File: src/rtl/mio_port_arb_pkg.sv
// Shared types and defaults for the CPU / memory-io single-port arbiter.
package mio_port_arb_pkg;

    localparam int MEM_ADDR_W   = 24;
    localparam int WAIT_MAX_DEF = 64;
    localparam int ACK_TMO_DEF  = 255;

    typedef enum logic [1:0] {
        IDLE,
        CPU_ACC,
        CPU_DONE,
        MIO_ACC
    } arb_state_t;

    typedef struct packed {
        logic [MEM_ADDR_W-1:0] addr;
        logic [15:0]           dati;
        logic                  we_hi;
        logic                  we_lo;
    } mem_req_t;

    function automatic logic is_read(mem_req_t r);
        return !(r.we_hi || r.we_lo);
    endfunction

endpackage

File: src/rtl/mio_port_arb_if.sv
// Request/acknowledge link between the arbiter and the memory controller.
interface mio_port_arb_if #(
    parameter int ADDR_W = mio_port_arb_pkg::MEM_ADDR_W
);
    logic              mem_req;
    logic [ADDR_W-1:0] mem_addr;
    logic              mem_we_hi;
    logic              mem_we_lo;
    logic [15:0]       mem_dati;
    logic              mem_ack;
    logic [15:0]       mem_dato;

    modport master (
        output mem_req, mem_addr, mem_we_hi, mem_we_lo, mem_dati,
        input  mem_ack, mem_dato
    );

    modport slave (
        input  mem_req, mem_addr, mem_we_hi, mem_we_lo, mem_dati,
        output mem_ack, mem_dato
    );
endinterface

File: src/rtl/mio_req_latch.sv
// Captures one memory-io request on a strobe rising edge and holds it until served.
module mio_req_latch
    import mio_port_arb_pkg::*;
#(
    parameter int ADDR_W = MEM_ADDR_W
) (
    input  logic              clk,
    input  logic              sys_rst,
    input  logic              mio_oe,
    input  logic              mio_we_hi,
    input  logic              mio_we_lo,
    input  logic [ADDR_W-1:0] mio_addr,
    input  logic [15:0]       mio_dati,
    input  logic              done,
    output logic              pending,
    output mem_req_t          req,
    output logic              err_ovf
);
    logic s, s_q, rise, busy;

    assign s    = mio_oe | mio_we_hi | mio_we_lo;
    assign rise = s & ~s_q;
    // A request finishing this cycle frees the slot for a same-cycle strobe.
    assign busy = pending & ~done;

    always_ff @(posedge clk) begin
        if (sys_rst) begin
            s_q     <= 1'b0;
            pending <= 1'b0;
            req     <= '0;
            err_ovf <= 1'b0;
        end else begin
            s_q <= s;
            if (rise && !busy) begin
                pending <= 1'b1;
                req     <= '{addr: MEM_ADDR_W'(mio_addr), dati: mio_dati,
                             we_hi: mio_we_hi, we_lo: mio_we_lo};
            end else if (done) begin
                pending <= 1'b0;
            end
            if (rise && busy)
                err_ovf <= 1'b1;
        end
    end
endmodule

File: src/rtl/mio_port_arb.sv
// CPU-priority arbiter serializing CPU and memory-io accesses onto one memory port,
// with a starvation limit for memory-io and an ack timeout.
module mio_port_arb
    import mio_port_arb_pkg::*;
#(
    parameter int ADDR_W   = MEM_ADDR_W,
    parameter int WAIT_MAX = WAIT_MAX_DEF,
    parameter int ACK_TMO  = ACK_TMO_DEF
) (
    input  logic              clk,
    input  logic              sys_rst,
    input  logic              cpu_req,
    input  logic [ADDR_W-1:0] cpu_addr,
    input  logic              cpu_we_hi,
    input  logic              cpu_we_lo,
    input  logic [15:0]       cpu_dati,
    output logic [15:0]       cpu_dato,
    input  logic              mio_oe,
    input  logic              mio_we_hi,
    input  logic              mio_we_lo,
    input  logic [ADDR_W-1:0] mio_addr,
    input  logic [15:0]       mio_dati,
    output logic [15:0]       mio_dato,
    output logic              mio_busy,
    output logic              err_tmo,
    output logic              err_ovf,
    mio_port_arb_if.master    mem
);
    localparam int WAIT_W = $clog2(WAIT_MAX + 1);
    localparam int TMO_W  = $clog2(ACK_TMO + 1);

    arb_state_t        state, state_nxt;
    mem_req_t          mio_rq, cpu_rq, cur;
    logic              pending, req_q, acc, ack, tmo, fin, starve, mio_done;
    logic [WAIT_W-1:0] wait_cnt;
    logic [TMO_W-1:0]  tmo_cnt;

    mio_req_latch #(.ADDR_W(ADDR_W)) u_latch (
        .clk      (clk),
        .sys_rst  (sys_rst),
        .mio_oe   (mio_oe),
        .mio_we_hi(mio_we_hi),
        .mio_we_lo(mio_we_lo),
        .mio_addr (mio_addr),
        .mio_dati (mio_dati),
        .done     (mio_done),
        .pending  (pending),
        .req      (mio_rq),
        .err_ovf  (err_ovf)
    );

    assign cpu_rq   = '{addr: MEM_ADDR_W'(cpu_addr), dati: cpu_dati,
                        we_hi: cpu_we_hi, we_lo: cpu_we_lo};
    assign acc      = (state == CPU_ACC) || (state == MIO_ACC);
    assign ack      = req_q & mem.mem_ack;
    // Abort after ACK_TMO request cycles; an ack in that same cycle still wins.
    assign tmo      = acc & ~ack & (tmo_cnt == TMO_W'(ACK_TMO - 1));
    assign fin      = acc & (ack | tmo);
    assign mio_done = (state == MIO_ACC) & fin;
    assign starve   = pending & (wait_cnt >= WAIT_W'(WAIT_MAX));

    assign mem.mem_req   = req_q;
    assign mem.mem_addr  = ADDR_W'(cur.addr);
    assign mem.mem_we_hi = cur.we_hi;
    assign mem.mem_we_lo = cur.we_lo;
    assign mem.mem_dati  = cur.dati;
    assign mio_busy      = pending;

    always_ff @(posedge clk) begin
        if (sys_rst) state <= IDLE;
        else         state <= state_nxt;
    end

    always_comb begin
        state_nxt = state;
        case (state)
            IDLE: begin
                if (starve)       state_nxt = MIO_ACC;
                else if (cpu_req) state_nxt = CPU_ACC;
                else if (pending) state_nxt = MIO_ACC;
            end
            CPU_ACC:  if (fin)      state_nxt = CPU_DONE;
            CPU_DONE: if (!cpu_req) state_nxt = IDLE;
            MIO_ACC:  if (fin)      state_nxt = IDLE;
            default:                state_nxt = IDLE;
        endcase
    end

    always_ff @(posedge clk) begin
        if (sys_rst) begin
            req_q    <= 1'b0;
            cur      <= '0;
            cpu_dato <= 16'hFFFF;
            mio_dato <= 16'hFFFF;
            err_tmo  <= 1'b0;
            wait_cnt <= '0;
            tmo_cnt  <= '0;
        end else begin
            if (state == IDLE && state_nxt != IDLE) begin
                req_q <= 1'b1;
                cur   <= (state_nxt == CPU_ACC) ? cpu_rq : mio_rq;
            end
            if (fin) begin
                req_q <= 1'b0;
                if (is_read(cur)) begin
                    if (state == CPU_ACC) cpu_dato <= tmo ? 16'hFFFF : mem.mem_dato;
                    else                  mio_dato <= tmo ? 16'hFFFF : mem.mem_dato;
                end
                if (tmo)
                    err_tmo <= 1'b1;
            end
            tmo_cnt <= (acc && !fin) ? tmo_cnt + TMO_W'(1) : '0;
            if (state == IDLE && state_nxt == MIO_ACC)
                wait_cnt <= '0;
            else if (pending && state != MIO_ACC && wait_cnt < WAIT_W'(WAIT_MAX))
                wait_cnt <= wait_cnt + WAIT_W'(1);
        end
    end
endmodule

File: src/flat_wrapper.sv
// flat-port wrapper written by rule: the top's interface ports become plain ports
module mio_port_arb_flat import mio_port_arb_pkg::*;
#(
    parameter int ADDR_W   = MEM_ADDR_W,
    parameter int WAIT_MAX = WAIT_MAX_DEF,
    parameter int ACK_TMO  = ACK_TMO_DEF
)
  (clk, sys_rst, cpu_req, cpu_addr, cpu_we_hi, cpu_we_lo, cpu_dati, cpu_dato, mio_oe, mio_we_hi, mio_we_lo, mio_addr, mio_dati, mio_dato, mio_busy, err_tmo, err_ovf, mem_mem_req, mem_mem_addr, mem_mem_we_hi, mem_mem_we_lo, mem_mem_dati, mem_mem_ack, mem_mem_dato);
  mio_port_arb_if #(.ADDR_W(ADDR_W)) mem_i ();
  input  logic clk;
  input  logic sys_rst;
  input  logic cpu_req;
  input  logic [ADDR_W-1:0] cpu_addr;
  input  logic cpu_we_hi;
  input  logic cpu_we_lo;
  input  logic [15:0] cpu_dati;
  output logic [15:0] cpu_dato;
  input  logic mio_oe;
  input  logic mio_we_hi;
  input  logic mio_we_lo;
  input  logic [ADDR_W-1:0] mio_addr;
  input  logic [15:0] mio_dati;
  output logic [15:0] mio_dato;
  output logic mio_busy;
  output logic err_tmo;
  output logic err_ovf;
  output wire logic [$bits(mem_i.mem_req)-1:0] mem_mem_req;
  output wire logic [$bits(mem_i.mem_addr)-1:0] mem_mem_addr;
  output wire logic [$bits(mem_i.mem_we_hi)-1:0] mem_mem_we_hi;
  output wire logic [$bits(mem_i.mem_we_lo)-1:0] mem_mem_we_lo;
  output wire logic [$bits(mem_i.mem_dati)-1:0] mem_mem_dati;
  input wire logic [$bits(mem_i.mem_ack)-1:0] mem_mem_ack;
  input wire logic [$bits(mem_i.mem_dato)-1:0] mem_mem_dato;
  assign mem_mem_req = mem_i.mem_req;
  assign mem_mem_addr = mem_i.mem_addr;
  assign mem_mem_we_hi = mem_i.mem_we_hi;
  assign mem_mem_we_lo = mem_i.mem_we_lo;
  assign mem_mem_dati = mem_i.mem_dati;
  assign mem_i.mem_ack = mem_mem_ack;
  assign mem_i.mem_dato = mem_mem_dato;
  mio_port_arb #(.ADDR_W(ADDR_W), .WAIT_MAX(WAIT_MAX), .ACK_TMO(ACK_TMO)) u_core (.clk(clk), .sys_rst(sys_rst), .cpu_req(cpu_req), .cpu_addr(cpu_addr), .cpu_we_hi(cpu_we_hi), .cpu_we_lo(cpu_we_lo), .cpu_dati(cpu_dati), .cpu_dato(cpu_dato), .mio_oe(mio_oe), .mio_we_hi(mio_we_hi), .mio_we_lo(mio_we_lo), .mio_addr(mio_addr), .mio_dati(mio_dati), .mio_dato(mio_dato), .mio_busy(mio_busy), .err_tmo(err_tmo), .err_ovf(err_ovf), .mem(mem_i));
endmodule
File: config.mk
export PLATFORM = sky130hd
export DESIGN_NAME = mio_port_arb_flat
export DESIGN_NICKNAME = d
export VERILOG_FILES = /design/src/rtl/mio_port_arb_pkg.sv /design/src/rtl/mio_port_arb_if.sv /design/src/rtl/mio_req_latch.sv /design/src/rtl/mio_port_arb.sv /design/src/flat_wrapper.sv
export SDC_FILE = /design/constraint.sdc
export NUM_CORES = 1
export LEC_CHECK = 0
export ABC_AREA = 1
export BUFFER_PORTS_ARGS = -buffer_cell sky130_fd_sc_hd__buf_2
export CAP_MARGIN = 20
export CELL_PAD_IN_SITES_DETAIL_PLACEMENT = 1
export CELL_PAD_IN_SITES_GLOBAL_PLACEMENT = 1
export CORE_ASPECT_RATIO = 1.75
export CORE_MARGIN = 5
export CORE_UTILIZATION = 35
export CTS_CLUSTER_SIZE = 40
export DETAILED_ROUTE_END_ITERATION = 10
export PLACE_DENSITY = 0.75
export SETUP_SLACK_MARGIN = 0.1
export SYNTH_ARGS = -nofsm -noshare
export SYNTH_HDL_FRONTEND = slang
export SYNTH_SLANG_ARGS = --single-unit
File: constraint.sdc
create_clock -name clk -period 4.63 [get_ports clk]
set_input_delay 0.926 -clock clk [delete_from_list [all_inputs] [get_ports clk]]
set_output_delay 0.926 -clock clk [all_outputs]
set_load 0.02 [all_outputs]
==> results.sh, run 1 <==
export IMPL_status="completed"
export IMPL_crit_arrival_ns=3.13
export IMPL_track_usage_pct=19.9
export IMPL_hold_depth=2
export IMPL_grt_max_degree=80
export IMPL_critPathMaxStageDelay_ns=0.76
export IMPL_cts_sinks=138
export IMPL_synth_fp_nets=929
export IMPL_cts_buffer_depth=2
export IMPL_final_area_um2=7480
export IMPL_ir_drop_v=0.000233
export IMPL_ys_ff_latch=138
export IMPL_maxCapViolations=0
export IMPL_numCtsBuffers=17
export IMPL_grt_pass1_wl_um=30700
export IMPL_relSlewSlack_pct=39.0
export IMPL_io_pins=183
export IMPL_syn_area_per_cell_um2=7.15
export IMPL_rr_endpoint="u_core.mem.mem_dati[1]$_SDFFE_PP0P_"
export IMPL_yosysWarnings=0
export IMPL_dp_hpwl_um=13400
export IMPL_initial_utilization_pct=35.7
export IMPL_pre_cts_ws_ns=1.33
export IMPL_fillCellCount=2170
export IMPL_clock_latency_ns=0.42
export IMPL_finalSetupViolations=0
export IMPL_ys_top_cells_by_area="dfxtp_1, nor2_1, nand2_1, o21ai_0, nand4_1"
export IMPL_io_buffers=182
export IMPL_first_pass_iters=5
export IMPL_dpl_cell_area_um2=6840
export IMPL_cts_tree="yes"
export IMPL_swShare_pct=29.7
export IMPL_path_buf_inv=2
export IMPL_wire_per_inst_um=15.9
export IMPL_cts_hold_fix_buffers=0
export IMPL_worst_slack_ns=1.83
export IMPL_synth_top_area_share_pct=47.0
export IMPL_nets=1082
export IMPL_pwr_share_comb_pct=19.6
export IMPL_holdWs_ns=0.450
export IMPL_tightest_slew_ns=0.915
export IMPL_crit_path_start_kind="primary input"
export IMPL_cts_setup_buffers=0
export IMPL_die_y_um=181
export IMPL_worst_path_max_fanout=44
export IMPL_worstPathCellList="buf_2 > nand2_1 > nand3_1 > nand2_1 > nand2_2 > nand2_1 > nand2_2 > inv_2 > o21ai_0 > a21oi_1"
export IMPL_clockRootBuffer="clkbuf_16"
export IMPL_report_final_hold_viol_count=0
export IMPL_period_share_pct=60.5
export IMPL_worstHoldStart="u_core.u_latch.err_ovf$_SDFFE_PP0P_"
export IMPL_vias=5919
export IMPL_finalWirelength_um=19200
export IMPL_crit_slowest_cell="inv_2"
export IMPL_switching_power_mw=1.06
export IMPL_drc=0
export IMPL_post_cts_resized=0
export IMPL_grt_antenna_before_repair=1
export IMPL_path_clk_slew_ns=0.06
export IMPL_min_path_type="reg -> reg"
export IMPL_cp_required_ns=4.96
export IMPL_p_leak_nw=3.53
export IMPL_cts_max_level=4
export IMPL_cpLargestDelayFamily="simple AND/OR/NAND/NOR gates"
export IMPL_synth_seq_area_share_pct=47.0
export IMPL_p_clk_share_pct=42.0
export IMPL_core_um2=16400
export IMPL_cp_end_kind="register"
export IMPL_worst_hold_path_endpoint="u_core.u_latch.err_ovf$_SDFFE_PP0P_"
export IMPL_slew_viol_final=0
export IMPL_die_area_um2=19600
export IMPL_p_seq_share_pct=38.3
export IMPL_fin_crit_ns=2.80
export IMPL_rr_startpoint="u_core.tmo_cnt[0]$_SDFF_PP0_"
export IMPL_r2r_slack_ns=1.92
export IMPL_vias_per_cell=4.89
export IMPL_grt_ovfl_total=0
export IMPL_drive_gt1_share_pct=23.5
export IMPL_area_growth_pct=27.4
export IMPL_grt_pass1_vias=6125
export IMPL_drt_antenna_violating_nets=0
export IMPL_p_int_mw=2.50
export IMPL_yosys_area_top_type="dfxtp_1"
export IMPL_worst_r2r_cell_count=13
export IMPL_totalPowerFinal_mw=3.56
export IMPL_crit_type="in -> reg"
export IMPL_die_x_um=108
export IMPL_syn_area_um2=5870
export IMPL_tns_ns=0
export IMPL_cpMostUsedCell="nand2_1"
export IMPL_rsz0062_at_grt="no"
export IMPL_fmax_mhz=357
export IMPL_power_density_nw_per_um2=476
export IMPL_syn_inst=821
export IMPL_rows=62
export IMPL_clock_skew_ns=0.00945
export IMPL_yosys_cell_types_count=25
export IMPL_gp_congestion=0.752
export IMPL_drtIter0Drc=193
## per-stage QoR
step                instances  util (%)
CTS                      1209      45.5
finish                   1210      45.5
floorplan                 821         -
detailed placement       1179      41.6
global placement         1179      41.6
global route             1210      45.5
## cells in the mapped netlist (all sizes together)
cell and number:
o21ai 79, inv 64, buf 32, a31oi 2, nand4 45, xnor2 2
o21a 2, ha 3, xor2 5, nor3b 2, dfxtp 138, clkbuf 23
a21oi 43, nand2 143, nor3 2, nor2 183, nand3 53
## routing by layer
layer / track usage, % / vias to the layer above / part of all wire, %
met1: 20.8 / 2772 / 39
met2: 36.9 / 169 / 53
met3: 6.25 / 20 / 6.5
li1: - / 2958 / -
met5: 0 / - / 0
met4: 6.37 / 0 / 1.5
## registers in the layout, summed over array words and instances (netlist names), 2 cells and up
register,count
u_core.cpu_dato,16
u_core.mem.mem_addr,24
u_core.mem.mem_dati,16
u_core.mio_dato,16
u_core.state,2
u_core.tmo_cnt,8
u_core.u_latch.req,42
u_core.wait_cnt,7
## how the worst max path moves through the flow
stage                startpoint                              endpoint  depth (start not counted)
detailed placement  mem_mem_ack    u_core.u_latch.req[0]$_SDFFE_PP0P_                         10
global route        mem_mem_ack    u_core.u_latch.req[0]$_SDFFE_PP0P_                         10
floorplan           mem_mem_ack  u_core.mem.mem_addr[10]$_SDFFE_PP0P_                         11
CTS                 mem_mem_ack    u_core.u_latch.req[0]$_SDFFE_PP0P_                         10
global placement    mem_mem_ack    u_core.u_latch.req[0]$_SDFFE_PP0P_                         10
finish              mem_mem_ack    u_core.u_latch.req[0]$_SDFFE_PP0P_                         10
## power groups by stage
stage               logic [mW]  clock network [mW]  registers [mW]
floorplan                0.412                   0            1.47
global placement         0.697                   0            1.39
detailed placement       0.710                   0            1.39
CTS                      0.716                1.54            1.37
global route             0.783                1.59            1.38
finish                   0.698                1.50            1.37
## final cells by class
cell class / instances / area, um^2 / share of cell area, %
Antenna cell: 1 / 2.50 / 0.0334
Clock buffer: 19 / 443 / 5.92
Clock inverter: 11 / 195 / 2.61
Inverter: 64 / 240 / 3.21
Multi-Input combinational cell: 564 / 2580 / 34.5
Sequential cell: 138 / 2760 / 36.9
Tap cell: 224 / 280 / 3.74
Timing Repair Buffer: 189 / 976 / 13.0
## placed cells by master (no fill, tap or decap), types with 3 or more instances in the layout
cell / n
nor2_1: 183
buf_2: 182
nand2_1: 138
dfxtp_1: 138
o21ai_0: 77
inv_1: 60
nand3_1: 51
nand4_1: 45
a21oi_1: 42
clkbuf_16: 17
buf_4: 6
nand2_2: 5
xor2_1: 5
bufinv_16: 5
inv_2: 4
ha_1: 3
clkinv_4: 3
## worst register-to-register path, delay by kind of cell (launching register included)
kind | cells | cell delay [ns]
and+or+nand+nor | 6 | 1.19
adders and majority gates | 1 | 0.21
AOI/OAI and AO/OA | 2 | 0.24
DFF | 1 | 0.36
buffers and inverters | 4 | 0.60
## cell families (layout without fill, tap and decap cells)
logic type	Yosys count	count (layout)	share of synthesized area, %
xor gates and xnor gates	7	7	1.04
DFF	138	138	47.0
buffers and inverters	119	283	9.03
and+or+nand+nor	428	428	31.0
adders and majority gates	3	3	0.639
other	0	1	0
AOI/OAI and AO/OA	126	126	11.2
Power figures use the tool's default switching activity.
==> run 2, diff against run 1 <==
--- a/config.mk
+++ b/config.mk
@@ -12,10 +12,10 @@
 export CELL_PAD_IN_SITES_GLOBAL_PLACEMENT = 1
 export CORE_ASPECT_RATIO = 1.75
 export CORE_MARGIN = 5
-export CORE_UTILIZATION = 35
+export CORE_UTILIZATION = 32
 export CTS_CLUSTER_SIZE = 40
 export DETAILED_ROUTE_END_ITERATION = 10
-export PLACE_DENSITY = 0.75
+export PLACE_DENSITY = 0.72
 export SETUP_SLACK_MARGIN = 0.1
 export SYNTH_ARGS = -nofsm -noshare
 export SYNTH_HDL_FRONTEND = slang
==> constraint.sdc (replaced) <==
create_clock -name clk -period 2.4 [get_ports clk]
set_input_delay 0.48 -clock clk [delete_from_list [all_inputs] [get_ports clk]]
set_output_delay 0.48 -clock clk [all_outputs]
set_load 0.02 [all_outputs]
==> results.sh, run 2 (synthesis results as in run 1) <==
export IMPL_fin_crit_ns=2.07
export IMPL_grt_antenna_before_repair=1
export IMPL_cts_hold_fix_buffers=0
export IMPL_ff_latch_area_um2=2760
export IMPL_drt_antenna_violating_nets=0
export IMPL_placed_cells=1199
export IMPL_first_pass_iters=4
export IMPL_worst_slack_ns=0.328
export IMPL_die_x_um=112
export IMPL_fillCellCount=2383
export IMPL_relSlewSlack_pct=36.4
export IMPL_track_usage_pct=18.3
export IMPL_finalWirelength_um=20100
export IMPL_worst_path_max_fanout=34
export IMPL_cts_buffer_depth=2
export IMPL_cp_end_kind="register"
export IMPL_die_area_um2=21300
export IMPL_initial_utilization_pct=32.5
export IMPL_rows=65
export IMPL_clockRootBuffer="clkbuf_16"
export IMPL_tightest_slew_ns=0.953
export IMPL_drc=0
export IMPL_largest_register_ffs=42
export IMPL_pre_cts_ws_ns=0.0742
export IMPL_status="completed"
export IMPL_crit_arrival_ns=2.44
export IMPL_tns_ns=0
export IMPL_cts_tree="yes"
export IMPL_crit_type="reg -> reg"
export IMPL_grt_ovfl_total=0
export IMPL_min_path_type="in -> reg"
export IMPL_report_final_hold_viol_count=0
export IMPL_dp_hpwl_um=13900
export IMPL_wire_per_inst_um=16.3
export IMPL_finalSetupViolations=0
export IMPL_dpl_cell_area_um2=6960
export IMPL_drtIter0Drc=237
export IMPL_final_area_um2=7660
export IMPL_maxCapViolations=0
export IMPL_layout_commonest_cell="nor2_1"
export IMPL_rsz0062_at_grt="no"
export IMPL_regMostFlops="u_core.u_latch.req"
export IMPL_post_route_util_pct=42.4
export IMPL_die_y_um=189
export IMPL_gp_congestion=0.756
export IMPL_drive_gt1_share_pct=24.8
export IMPL_cts_max_level=4
export IMPL_area_growth_pct=30.4
export IMPL_multi_input_area_um2=2640
export IMPL_totalPowerFinal_mw=6.82
export IMPL_slew_viol_final=0
export IMPL_io_pins=183
export IMPL_period_share_pct=86.4
export IMPL_vias_per_cell=4.82
export IMPL_grt_max_degree=80
export IMPL_clock_skew_ns=0.0189
export IMPL_core_um2=18100
export IMPL_ir_drop_v=0.000392
export IMPL_p_leak_nw=3.60
export IMPL_fmax_mhz=483
export IMPL_cp_required_ns=2.77
export IMPL_io_buffers=182
export IMPL_instances_no_fill=1236
export IMPL_grt_pass1_wl_um=31500
export IMPL_grt_pass1_vias=6404
export IMPL_numCtsBuffers=17
export IMPL_clock_latency_ns=0.42
export IMPL_cts_sinks=138
export IMPL_nets=1097
export IMPL_holdWs_ns=0.302
export IMPL_crit_path_start_kind="register"
export IMPL_vias=5960
export IMPL_final_cell_mix="nor2_1, buf_2, nand2_1, dfxtp_1, o21ai_0"
export IMPL_path_clk_slew_ns=0.07
export IMPL_power_density_nw_per_um2=891
-- run 2: final timing paths --
check	start	slack, ns	depth (start not counted)	to
max	u_core.tmo_cnt[0]$_SDFF_PP0_	0.33	12	u_core.mem.mem_addr[9]$_SDFFE_PP0P_
max reg2reg	u_core.tmo_cnt[0]$_SDFF_PP0_	0.33	12	u_core.mem.mem_addr[9]$_SDFFE_PP0P_
min reg2reg	u_core.cpu_dato[11]$_SDFFE_PP1P_	0.45	2	u_core.cpu_dato[11]$_SDFFE_PP1P_
min	mem_mem_dato[12]	0.30	3	u_core.cpu_dato[12]$_SDFFE_PP1P_
-- run 2: area by class of cell --
class / instances / area share [%]
inverters: 64 / 3.14
clock inverters: 13 / 2.19
multi-input cells: 567 / 34.4
repair buffers: 201 / 14.6
diodes: 1 / 0.0327
well taps: 234 / 3.82
flip-flops and latches: 138 / 36.1
clock buffers: 18 / 5.74
-- run 2: timing repair --
item / in CTS / in global routing
pin swaps: 1 / 3
gates cloned: 0 / 3
endpoints found under the setup margin: 33 / 42
setup buffers: 0 / 2
resized for setup: 0 / 6
-- run 2: per-layer routing --
layer  share of wire, %  global-route usage, %
met5                  0                      0
met4                1.3                   5.60
met3                6.7                   5.69
met2                 54                   35.3
met1                 38                   18.5
-- run 2: power breakdown --
| part | total, mW | switching (mW) | internal, mW |
|---|---|---|---|
| combinational | 1.46 | 0.961 | 0.503 |
| sequential | 2.64 | 0.125 | 2.51 |
| clock | 2.72 | 1.05 | 1.67 |
-- run 2: critical path, cell delays in order (launching register included) --
cell     delay [ns]
dfxtp_1        0.38
inv_1          0.06
ha_1           0.20
inv_1          0.05
nor2_1         0.04
nand2_1        0.15
nand3_1        0.14
nand2_2        0.27
buf_6          0.33
nand4_1        0.19
nand3_1        0.12
nand2_1        0.05
inv_1          0.05
